`src/rtl/parity_checker_rx.sv`:
```
// Serial receiver for 8E1-style frames: start 0, 8 data LSB first, even parity, stop 1.
// Optional PARITY_ERR_CNT_EN builds a saturating errored-frame counter on err_count.
module parity_checker_rx #(
    parameter int CLKS_PER_BIT = 16
) (
    input  logic       clk,
    input  logic       rst,
    input  logic       rx_in,
    output logic [7:0] rx_data,
    output logic       rx_valid,
    output logic       parity_err,
    output logic       frame_err,
    output logic       busy,
    output logic [7:0] err_count
);

    localparam int CW = $clog2(CLKS_PER_BIT + 1);
    localparam logic [CW-1:0] C_FULL = CW'(CLKS_PER_BIT);
    localparam logic [CW-1:0] C_HALF = CW'(CLKS_PER_BIT / 2);
    localparam logic [CW-1:0] C_ONE  = CW'(1);

    typedef enum logic [2:0] {
        S_IDLE,
        S_START,
        S_DATA,
        S_PARITY,
        S_STOP
    } state_t;

    state_t        r_state;
    state_t        w_next;
    logic          r_sync1;
    logic          r_rx_s;
    logic          r_rx_s_d;
    logic [CW-1:0] r_cnt;
    logic [2:0]    r_bit;
    logic [7:0]    r_shift;
    logic          r_par;
    logic [7:0]    r_data;
    logic          r_valid;
    logic          r_perr;
    logic          r_ferr;

    logic w_fall;
    logic w_tick;
    logic w_load_half;
    logic w_load_full;
    logic w_shift;
    logic w_par_smp;
    logic w_done;
    logic w_perr;
    logic w_ferr;

    assign w_fall = r_rx_s_d & ~r_rx_s;
    assign w_tick = (r_cnt == C_ONE);
    assign w_perr = ^{r_shift, r_par};
    assign w_ferr = ~r_rx_s;

    // Synchroniser and edge-detect delay, all preset high so reset never fakes a start edge
    always_ff @(posedge clk or posedge rst) begin
        if (rst) begin
            r_sync1  <= 1'b1;
            r_rx_s   <= 1'b1;
            r_rx_s_d <= 1'b1;
        end else begin
            r_sync1  <= rx_in;
            r_rx_s   <= r_sync1;
            r_rx_s_d <= r_rx_s;
        end
    end

    // FSM state register
    always_ff @(posedge clk or posedge rst) begin
        if (rst) r_state <= S_IDLE;
        else     r_state <= w_next;
    end

    // Next-state and datapath strobes; every sample happens on a counter tick
    always_comb begin
        w_next      = r_state;
        w_load_half = 1'b0;
        w_load_full = 1'b0;
        w_shift     = 1'b0;
        w_par_smp   = 1'b0;
        w_done      = 1'b0;
        unique case (r_state)
            S_IDLE: begin
                if (w_fall) begin
                    w_next      = S_START;
                    w_load_half = 1'b1;
                end
            end
            S_START: begin
                if (w_tick) begin
                    w_load_full = 1'b1;
                    w_next      = r_rx_s ? S_IDLE : S_DATA;
                end
            end
            S_DATA: begin
                if (w_tick) begin
                    w_shift     = 1'b1;
                    w_load_full = 1'b1;
                    if (r_bit == 3'd7) w_next = S_PARITY;
                end
            end
            S_PARITY: begin
                if (w_tick) begin
                    w_par_smp   = 1'b1;
                    w_load_full = 1'b1;
                    w_next      = S_STOP;
                end
            end
            S_STOP: begin
                if (w_tick) begin
                    w_done = 1'b1;
                    w_next = S_IDLE;
                end
            end
            default: w_next = S_IDLE;
        endcase
    end

    // Bit-period counter: reload on each sample, count down otherwise while framing
    always_ff @(posedge clk or posedge rst) begin
        if (rst)                  r_cnt <= '0;
        else if (w_load_half)     r_cnt <= C_HALF;
        else if (w_load_full)     r_cnt <= C_FULL;
        else if (r_state != S_IDLE) r_cnt <= r_cnt - C_ONE;
    end

    // Data/parity capture; bit index restarts whenever the start bit is confirmed
    always_ff @(posedge clk or posedge rst) begin
        if (rst) begin
            r_bit   <= '0;
            r_shift <= '0;
            r_par   <= 1'b0;
        end else begin
            if (r_state == S_START) r_bit <= '0;
            if (w_shift) begin
                r_shift[r_bit] <= r_rx_s;
                r_bit          <= r_bit + 3'd1;
            end
            if (w_par_smp) r_par <= r_rx_s;
        end
    end

    // Result registers, updated at the stop sample even for errored frames
    always_ff @(posedge clk or posedge rst) begin
        if (rst) begin
            r_data  <= '0;
            r_valid <= 1'b0;
            r_perr  <= 1'b0;
            r_ferr  <= 1'b0;
        end else begin
            r_valid <= w_done;
            if (w_done) begin
                r_data <= r_shift;
                r_perr <= w_perr;
                r_ferr <= w_ferr;
            end
        end
    end

`ifdef PARITY_ERR_CNT_EN
    logic [7:0] r_err_cnt;

    // Saturating count of frames flagged with either error
    always_ff @(posedge clk or posedge rst) begin
        if (rst)
            r_err_cnt <= '0;
        else if (w_done && (w_perr || w_ferr) && (r_err_cnt != 8'hFF))
            r_err_cnt <= r_err_cnt + 8'd1;
    end

    assign err_count = r_err_cnt;
`else
    assign err_count = 8'h00;
`endif

    assign rx_data    = r_data;
    assign rx_valid   = r_valid;
    assign parity_err = r_perr;
    assign frame_err  = r_ferr;
    assign busy       = (r_state != S_IDLE);

endmodule

```
`config.mk`:
```
export PLATFORM = sky130hd
export DESIGN_NAME = parity_checker_rx
export DESIGN_NICKNAME = d
export VERILOG_FILES = /design/src/rtl/parity_checker_rx.sv
export SDC_FILE = /design/constraint.sdc
export NUM_CORES = 1
export LEC_CHECK = 0
export CELL_PAD_IN_SITES_DETAIL_PLACEMENT = 1
export CELL_PAD_IN_SITES_GLOBAL_PLACEMENT = 1
export CORE_MARGIN = 5
export CORE_UTILIZATION = 46
export CTS_CLUSTER_DIAMETER = 100
export DETAILED_ROUTE_END_ITERATION = 10
export PLACE_DENSITY_LB_ADDON = 0.1
export SLEW_MARGIN = 20
export SYNTH_ARGS = -nofsm -noshare
export SYNTH_HDL_FRONTEND = slang
export SYNTH_SLANG_ARGS = --single-unit
export TNS_END_PERCENT = 5
```
`constraint.sdc`:
```
create_clock -name clk -period 3.4 [get_ports clk]
set_input_delay 0.68 -clock clk [delete_from_list [all_inputs] [get_ports clk]]
set_output_delay 0.68 -clock clk [all_outputs]
set_load 0.05 [all_outputs]
```
==> flow_summary_export.csv, run 1 <==
group,metric,value,unit
run_status,status,"finished clean",
yosys,netlist_area,0.001662,sq mm
sta,max_slew.worst_pin.slew,581.9,ps
pwr,p_clk_frac,0.229,
yosys,postSynthAreaPerCell,11.23,sq um
sta,maxSlewViolCount,0,
place,globalplace.congestion,0.8191,
place,port_buffers,14,
routing,vias,1145,
setup_path,crit_path_top_delay_cell,"clkdlybuf4s50_1",
cts,clkLatencyLatePin,350,ps
routing,routedWlPerCell,16.26,um
cts,cts.reportedPaths.clkPinSlew,100,ps
cts,clock_sinks,34,
pwr,vdd_ir_drop_max,0.0003160,V
pwr,p_int,0.6782,mW
pwr,switching_share,0.3587,
hold_path,hold_depth,0,
pwr,combPwrFrac,0.270,
sta,final-hold-violation-count,0,
cts,clk_path_buf_depth,2,
yosys,synth_top_area_cell,"dfrtp_1",
setup_path,cp.required,2720,ps
yosys,yosys.cell_types.count,36,
setup_path,critPathTopFamily,"buffers and inverters",
routing,drc_errors,0,
yosys,async_flop_share,1.000,
routing,wl_met2,1879,um
yosys,yosysWarnings,0,
hold_path,hp-class,"flop to flop",
floorplan,start_util,0.4864,
setup_path,critPathKind,"flop to primary output",
hold_path,hold_path_end,"r_rx_s",
routing,wl_met1,1316,um
cts,cts_resized,0,
setup_path,r2r_cells,6,
global_routing,antenna_found_initial,0,
cts,root_buffer,"clkbuf_4",
sta,fin_setup_tns,0,ps
global_routing,grt_pass1_vias,1289,
setup_path,r2r_end,"r_shift[0]",
pwr,total_power,1.058,mW
sta,max_slew_margin,0.6091,
global_routing,globalRouteOverflowTotal,0,
finish,drive_above_1_share,0.1807,
routing,drtAntennaViolNets,0,
setup_path,cp_data_arrival_time,2120,ps
cts,cts_setup_buffers,0,
setup_path,path_buf_inv,3,
hold_path,worstHoldStart,"r_sync1",
setup_path,crit_cells,4,
floorplan,die_area,0.004914,sq mm
cts,cts_hold_buf,0,
setup_path,rr_startpoint,"r_cnt[1]",
global_routing,grt_max_degree,35,
routing,drt_iter0_drc,64,
sta,max_freq,357.5,MHz
yosys,synth_common_cells,"31 x dfrtp_1, 12 x mux2_2, 9 x nand2_1, 9 x o21ai_0",
routing,highest_layer,"met4",
yosys,syn_inst,148,
setup_path,cp-start-kind,"flop",
routing,drtPass1Iterations,4,
setup_path,cp-end-kind,"primary output",
setup_path,worstPathMaxFanout,13,
sta,setup_viol,0,
floorplan,core,0.003416,sq mm
sta,period_needed,2798,ps
floorplan,dieWidth,70.10,um
sta,period_share,0.8228,
pwr,power_density,561.3,mW/mm^2
yosys,netlist_top_cells_area,"dfrtp_1 47%, mux2_2 8.1%, dfstp_2 4.7%",
pwr,switchingPower,0.3794,mW
yosys,synth-seq-cells,34,
setup_path,critPathMaxStageDelay,820,ps
yosys,yosys.area.top_type_share,0.4669,
setup_path,reg2reg_slack,900,ps
place,dp_cells,204,
routing,routed_wl,3448,um
finish,area_growth,13.40,%
cts,tritoncts,"done",
pwr,seqPwrFrac,0.501,
pwr,p_leak,0.8711,nW
finish,fin_nets,172,
floorplan,io_pins,23,
yosys,ys.flop_type,"dfrtp_1",
floorplan,rows,21,
sta,rsz0062_at_grt,"false",
finish,final_cells,212,
floorplan,die_h,70.10,um
yosys,yosysMostFrequentCell,"dfrtp_1",
yosys,synth_edf_count,0,
place,dp_hpwl,2611,um
setup_path,path_cells,"nor3_1 > buf_4 > inv_1 > clkdlybuf4s50_1",
run,maxCapViolations,0,
yosys,seq_area_frac_synth,0.5143,
routing,wl_met3,180,um
global_routing,track_usage,0.1596,
global_routing,grt_pass1_wl,6175,um
cts,htreeDepth,2,
sta,fin_skew,12.98,ps
routing,viasPerCell,5.401,
cts,cts_inserted_buffers,5,
finish,antenna_cells,0,
metal layers:
metal | up-vias | track usage
met5 | - | 0
met3 | 6 | 0.05308
met1 | 578 | 0.1685
met2 | 24 | 0.2896
met4 | 0 | 0.06383
li1 | 537 | -
worst register-to-register path: cells and delay by family (launching register included):
family	cells	cell delay (ps)
adders and majority gates	1	150
buffers and inverters	1	80
DFF	1	400
muxes	1	340
and+or+nand+nor	3	1430
cell families (layout without fill, tap and decap cells):
family	Yosys count	in the layout	share of synthesized area
simple gates	38	38	0.1318
flops	34	34	0.5143
compound gates	31	31	0.1182
buf+inv	20	31	0.07003
mux	13	13	0.08810
xor+xnor	7	7	0.04518
fa+ha+maj	4	4	0.03012
other cells	1	8	0.002257
per-stage QoR:
| stage | setup WS (ps) | hold slack (ps) | cell area, sq um | utilization |
|---|---|---|---|---|
| after floorplan | 1063 | 345.2 | 1688 | - |
| after global placement | 987.1 | 346.8 | 1821 | 0.5330 |
| after detailed placement | 887.9 | 347.6 | 1821 | 0.5330 |
| after CTS | 564.5 | 363.6 | 1884 | 0.5516 |
| after global routing | 455.6 | 372.3 | 1884 | 0.5516 |
| final | 602.5 | 362.0 | 1884 | 0.5516 |
area by class of cell:
class / instances / area [sq um]
fillers: 383 / 1531
flip-flops and latches: 34 / 854.6
multi-input cells: 101 / 723.2
repair buffers: 17 / 162.7
well taps: 46 / 57.56
clock buffers: 6 / 51.30
inverters: 6 / 22.52
clock inverters: 2 / 12.51
how the worst max path moves through the flow:
stage / start / to
after global placement: r_cnt[1] / r_shift[0]
after CTS: r_state[0] / busy
after global routing: r_state[0] / busy
after detailed placement: r_cnt[1] / r_shift[0]
after floorplan: r_cnt[1] / r_shift[1]
final: r_state[0] / busy
flip-flops by register name, indices dropped and copies added (netlist names):
register    flops
r_shift         8
rx_data         8
r_cnt           5
r_bit           3
r_state         3
frame_err       1
parity_err      1
r_par           1
r_rx_s          1
r_rx_s_d        1
r_sync1         1
rx_valid        1
power groups by stage:
stage / Sequential, mW / Combinational (mW) / Clock [mW]
final: 0.529 / 0.286 / 0.243
after global routing: 0.540 / 0.326 / 0.270
after CTS: 0.530 / 0.291 / 0.251
after detailed placement: 0.538 / 0.290 / 0
after global placement: 0.530 / 0.273 / 0
after floorplan: 0.499 / 0.252 / 0
placed cells by master (no fill, tap or decap), types with 3 or more instances in the layout:
cell type and n:
o2bb2ai_1 3, nor2_1 6, a21oi_1 8, clkdlybuf4s50_1 14, nand2_1 9, o31ai_1 6
xnor2_1 5, nand2b_1 5, dfstp_2 3, clkbuf_4 5, nor3_1 5, ha_1 4
conb_1 8, buf_4 3, mux2_2 12, o21ai_0 9, dfrtp_1 31, inv_1 6
Power figures use the tool's default switching activity.
==> run 2: changes to the inputs <==
--- a/config.mk
+++ b/config.mk
@@ -8,7 +8,7 @@
 export CELL_PAD_IN_SITES_DETAIL_PLACEMENT = 1
 export CELL_PAD_IN_SITES_GLOBAL_PLACEMENT = 1
 export CORE_MARGIN = 5
-export CORE_UTILIZATION = 46
+export CORE_UTILIZATION = 38
 export CTS_CLUSTER_DIAMETER = 100
 export DETAILED_ROUTE_END_ITERATION = 10
 export PLACE_DENSITY_LB_ADDON = 0.1
==> constraint.sdc (replaced) <==
create_clock -name clk -period 2.3 [get_ports clk]
set_input_delay 0.46 -clock clk [delete_from_list [all_inputs] [get_ports clk]]
set_output_delay 0.46 -clock clk [all_outputs]
set_load 0.05 [all_outputs]
==> run 2 against run 1 <==
Effect of this change: combinational power grew 72%; critical path depth rose by 2; clock skew is 9.1 ps lower; worst setup slack got worse by 530 ps; sequential power increased by 44%; total power is 83% higher; utilization shrank 7.9 points; global-route usage is 2.8 points lower; die area increased by 18%; critical path type is now flop to flop.
==> flow_summary_export.csv, run 2 (same netlist as run 1, synthesis figures left out) <==
group,metric,value,unit
sta,setup_viol,0,
setup_path,r2r_end,"r_shift[1]",
finish,fin_nets,179,
sta,rsz0062_at_grt,"true",
floorplan,io_pins,23,
sta,max_freq,449.4,MHz
sta,period_needed,2225,ps
pwr,combPwrFrac,0.254,
floorplan,die_h,76.13,um
global_routing,grt_pass1_wl,6196,um
finish,nFillCells,486,
pwr,p_clk_frac,0.351,
run,maxCapViolations,0,
pwr,switchingPower,0.5734,mW
pwr,seqPwrFrac,0.395,
finish,area_growth,22.06,%
floorplan,dieWidth,76.13,um
place,port_buffers,14,
finish,multi_input_area,730.7,sq um
cts,htreeDepth,2,
routing,routed_wl,3558,um
place,dp_hpwl,2603,um
run_status,status,"finished clean",
pwr,vdd_ir_drop_max,0.0006045,V
routing,drtPass1Iterations,4,
setup_path,cp.required,2470,ps
global_routing,track_usage,0.1317,
pwr,p_int,1.358,mW
pwr,total_power,1.931,mW
hold_path,worstHoldStart,"r_sync1",
setup_path,cp-end-kind,"flop",
finish,fin_util,0.4723,
finish,register_area,854.6,sq um
cts,clk_path_buf_depth,2,
cts,clock_sinks,34,
setup_path,cp-start-kind,"flop",
pwr,power_density,952.2,mW/mm^2
global_routing,grt_pass1_vias,1270,
setup_path,cp_data_arrival_time,2390,ps
sta,maxSlewViolCount,0,
global_routing,antenna_found_initial,0,
pwr,p_leak,0.9439,nW
finish,final_cell_mix,"31 x dfrtp_1, 13 x clkdlybuf4s50_1, 12 x mux2_2, 11 x buf_4, 9 x nand2_1",
hold_path,hold_path_end,"r_rx_s",
floorplan,die_area,0.005795,sq mm
sta,period_share,0.9675,
sta,max_slew_margin,0.6610,
floorplan,rows,24,
sta,final-hold-violation-count,0,
cts,cts.reportedPaths.clkPinSlew,70,ps
cts,tritoncts,"done",
sta,holdWs,357.2,ps
finish,final_common_cell,"dfrtp_1",
hold_path,hp-class,"flop to flop",
routing,viasPerCell,5.156,
setup_path,rr_startpoint,"r_cnt[1]",
routing,drtAntennaViolNets,0,
cts,clkLatencyLatePin,280,ps
finish,drive_above_1_share,0.2312,
sta,fin_skew,3.876,ps
routing,routedWlPerCell,15.81,um
floorplan,start_util,0.3869,
setup_path,reg2reg_slack,70,ps
routing,drt_iter0_drc,60,
setup_path,critPathKind,"flop to flop",
routing,drc_errors,0,
cts,cts_inserted_buffers,5,
place,globalplace.congestion,0.8371,
global_routing,globalRouteOverflowTotal,0,
routing,vias,1160,
setup_path,worstPathMaxFanout,3,
cts,root_buffer,"clkbuf_8",
hold_path,hold_depth,0,
sta,max_slew.worst_pin.slew,506.8,ps
finish,antenna_cells,0,
setup_path,r2r_cells,6,
pwr,switching_share,0.2969,
floorplan,core,0.004294,sq mm
global_routing,grt_max_degree,35,
run 2: cell types whose count changed in the layout (fill, tap and decap cells not counted), moves of 2 or more:
cell       change
clkbuf_4       -5
buf_4          +8
o21ai_0        -2
clkbuf_8       +5
bufinv_16      +2
o21ai_1        +2
run 2: worst max-delay path, stage by stage, from the launching register on:
cell     delay, ps
dfrtp_1        390
inv_1           80
ha_1           150
or4b_4         470
or4b_4         540
nor3_2         140
mux2_1         330
run 2: how the worst max path moves through the flow:
| stage | from | to | slack [ps] | cells past startpoint |
|---|---|---|---|---|
| 2_1_floorplan | r_cnt[1] | r_shift[1] | -40 | 8 |
| 3_3_place_gp | r_cnt[1] | r_shift[1] | 130 | 6 |
| 3_5_place_dp | r_cnt[1] | r_shift[0] | 70 | 6 |
| 4_1_cts | r_cnt[1] | r_shift[1] | 50 | 6 |
| 5_1_grt | r_cnt[1] | r_shift[1] | -40 | 6 |
| 6_report | r_cnt[1] | r_shift[1] | 70 | 6 |
run 2: power groups by stage:
stage	combinational, mW	sequential (mW)	clock [mW]
floorplan	0.373	0.737	0
global placement	0.473	0.766	0
detailed placement	0.490	0.772	0
CTS	0.494	0.761	0.702
global route	0.547	0.778	0.727
finish	0.491	0.763	0.678
run 2: layer usage:
metal	global-route usage	vias to the layer above	routed length (um)
met4	0.04196	0	46
met3	0.04137	7	124
met1	0.1512	586	1510
li1	-	551	-
met2	0.2312	16	1877
met5	0	-	0
run 2: layout make-up:
type	instances	area share
Sequential cell	34	0.4213
Multi-Input combinational cell	101	0.3603
Timing Repair Buffer	24	0.1049
Clock buffer	6	0.04072
Tap cell	52	0.03208
Clock inverter	2	0.02961
Inverter	6	0.01110
run 2: repair_timing:
item | CTS | global route
buffers inserted | 0 | 0
endpoints found under the setup margin | 0 | 18
hold buffers | 0 | 0
gates resized for setup | 0 | 4
run 2: metrics by stage:
stage	instance area [sq um]	TNS (ps)	worst slack [ps]	instances
after global routing	2028	-39.41	-39.41	225
after CTS	2021	0	48.66	225
after global placement	1878	0	130.7	217
after floorplan	1688	-53.18	-37.15	155
after detailed placement	1878	0	73.18	217
final	2028	0	74.85	225
==> run 3: changes to the inputs <==
--- a/config.mk
+++ b/config.mk
@@ -11,7 +11,9 @@
 export CORE_UTILIZATION = 38
 export CTS_CLUSTER_DIAMETER = 100
 export DETAILED_ROUTE_END_ITERATION = 10
+export MAX_ROUTING_LAYER = met4
 export PLACE_DENSITY_LB_ADDON = 0.1
+export SETUP_SLACK_MARGIN = 0.05
 export SLEW_MARGIN = 20
 export SYNTH_ARGS = -nofsm -noshare
 export SYNTH_HDL_FRONTEND = slang
==> run 3 against run 2 <==
Effect of this change: sequential power increased by 1%; critical path depth increased by 1; combinational power up 9.4%; die area unchanged; global-route usage increased by 0.39 points; worst setup slack lost 28 ps; clock-buffer cell count unchanged; routed wire length grew 7.1%; non-clock buffer count increased by 5; design area increased by 4.0%; utilization up 1.9 points; maximum frequency down 1.2%; critical path type unchanged; critical endpoint is now rx_data[2]; largest power group unchanged; highest routed layer unchanged.
==> flow_summary_export.csv, run 3 (same netlist as run 1, synthesis figures left out) <==
group,metric,value,unit
run_status,status,"finished clean",
sta,setup_viol,0,
pwr,p_clk_frac,0.341,
finish,final_cell_mix,"31 x dfrtp_1, 14 x buf_4, 13 x clkdlybuf4s50_1, 9 x nand2_1",
sta,final-hold-violation-count,0,
run,maxCapViolations,0,
setup_path,worstPathMaxFanout,5,
finish,antenna_cells,0,
routing,drtPass1Iterations,4,
global_routing,globalRouteOverflowTotal,0,
sta,fin_skew,3.344,ps
pwr,p_leak,0.9685,nW
routing,drt_iter0_drc,46,
place,dp_hpwl,2603,um
sta,fin_setup_tns,0,ps
global_routing,antenna_found_initial,0,
cts,clock_sinks,34,
floorplan,die_h,76.13,um
routing,vias,1193,
pwr,switching_share,0.3018,
setup_path,critPathKind,"flop to flop",
cts,clkLatencyLatePin,280,ps
sta,period_needed,2253,ps
routing,viasPerCell,5.187,
routing,routed_wl,3810,um
routing,drc_errors,0,
floorplan,rows,24,
floorplan,dieWidth,76.13,um
sta,rsz0062_at_grt,"true",
cts,root_buffer,"clkbuf_8",
hold_path,hp-class,"flop to flop",
sta,holdWs,357.4,ps
setup_path,cp.required,2470,ps
finish,fin_nets,184,
global_routing,grt_max_degree,35,
finish,drive_above_1_share,0.2697,
global_routing,grt_pass1_vias,1276,
floorplan,io_pins,23,
cts,cts.reportedPaths.clkPinSlew,70,ps
cts,cts_hold_buf,0,
cts,htreeDepth,2,
setup_path,cp_data_arrival_time,2420,ps
sta,max_slew_margin,0.6454,
pwr,combPwrFrac,0.270,
finish,final_common_cell,"dfrtp_1",
place,port_buffers,14,
floorplan,start_util,0.3869,
pwr,switchingPower,0.6010,mW
global_routing,grt_pass1_wl,6216,um
cts,clk_path_buf_depth,2,
pwr,p_int,1.391,mW
pwr,power_density,944.2,mW/mm^2
floorplan,die_area,0.005795,sq mm
sta,max_slew.worst_pin.slew,524.5,ps
place,pre_cts_ws,73.18,ps
pwr,seqPwrFrac,0.389,
sta,worst_slack,46.93,ps
sta,max_freq,443.8,MHz
finish,area_growth,26.96,%
routing,drtAntennaViolNets,0,
setup_path,cp-end-kind,"flop",
setup_path,cp-start-kind,"flop",
floorplan,core,0.004294,sq mm
global_routing,track_usage,0.1357,
place,globalplace.congestion,0.8501,
cts,cts_inserted_buffers,5,
pwr,vdd_ir_drop_max,0.0006630,V
sta,maxSlewViolCount,0,
cts,tritoncts,"done",
sta,period_share,0.9796,
routing,routedWlPerCell,16.57,um
==> run 3: cell types whose count changed in the layout (fill, tap and decap cells not counted), moves of 2 or more <==
cell	before	now
buf_6	0	2
mux2_4	0	5
mux2_2	12	8
buf_4	11	14
==> run 3: repair_timing <==
| item | 4_1_cts | 5_1_grt |
|---|---|---|
| cloned | 0 | 1 |
| setup buffers | 0 | 4 |
| endpoints found under the setup margin | 1 | 18 |
| hold endpoints to repair | 0 | 0 |
| resized for setup | 1 | 16 |
| pin swaps | 0 | 2 |
==> run 3: area by class of cell <==
cell class / instances / area (sq um)
clock buffer: 6 / 82.58
clock inverter: 2 / 60.06
fill: 484 / 2185
inverter: 6 / 22.52
multi-input combinational: 101 / 767.0
sequential: 34 / 854.6
tap: 52 / 65.06
timing repair buffer: 29 / 257.7
==> run 3: final timing paths <==
check	startpoint	to	slack, ps	cells after the start
max	r_cnt[1]	rx_data[2]	50	7
min	r_sync1	r_rx_s	360	0
max reg2reg	r_cnt[1]	rx_data[2]	50	7
min reg2reg	r_sync1	r_rx_s	360	0
max in group asynchronous	rst	r_rx_s_d	1380	3
min in group asynchronous	rst	rx_data[5]	580	3
==> run 3: stage by stage <==
stage	total power [mW]	cells	utilization	cell area, sq um
after floorplan	1.111	155	-	1688
after global placement	1.238	217	0.4374	1878
after detailed placement	1.262	217	0.4374	1878
after CTS	1.961	225	0.4714	2024
after global routing	2.110	230	0.4913	2110
final	1.992	230	0.4913	2110
==> run 3: power groups by stage <==
stage               clock network (mW)  registers, mW  logic (mW)
floorplan                            0          0.737       0.373
finish                           0.680          0.774       0.537
detailed placement                   0          0.772       0.490
CTS                              0.702          0.763       0.497
global route                     0.725          0.789       0.596
global placement                     0          0.766       0.473
==> run 3: metal layers <==
metal / up-vias / part of all wire / track usage
li1: 560 / - / -
met1: 606 / 0.41 / 0.1504
met2: 18 / 0.53 / 0.2329
met3: 9 / 0.031 / 0.03428
met4: 0 / 0.023 / 0.05245
met5: - / 0 / -
==> run 3: critical path: stages, from the launching register on <==
cell and delay (ps):
dfrtp_1 420, inv_2 70, ha_2 160, or4b_4 480, buf_6 150, nor4b_4 330, buf_4 220, mux2_4 300
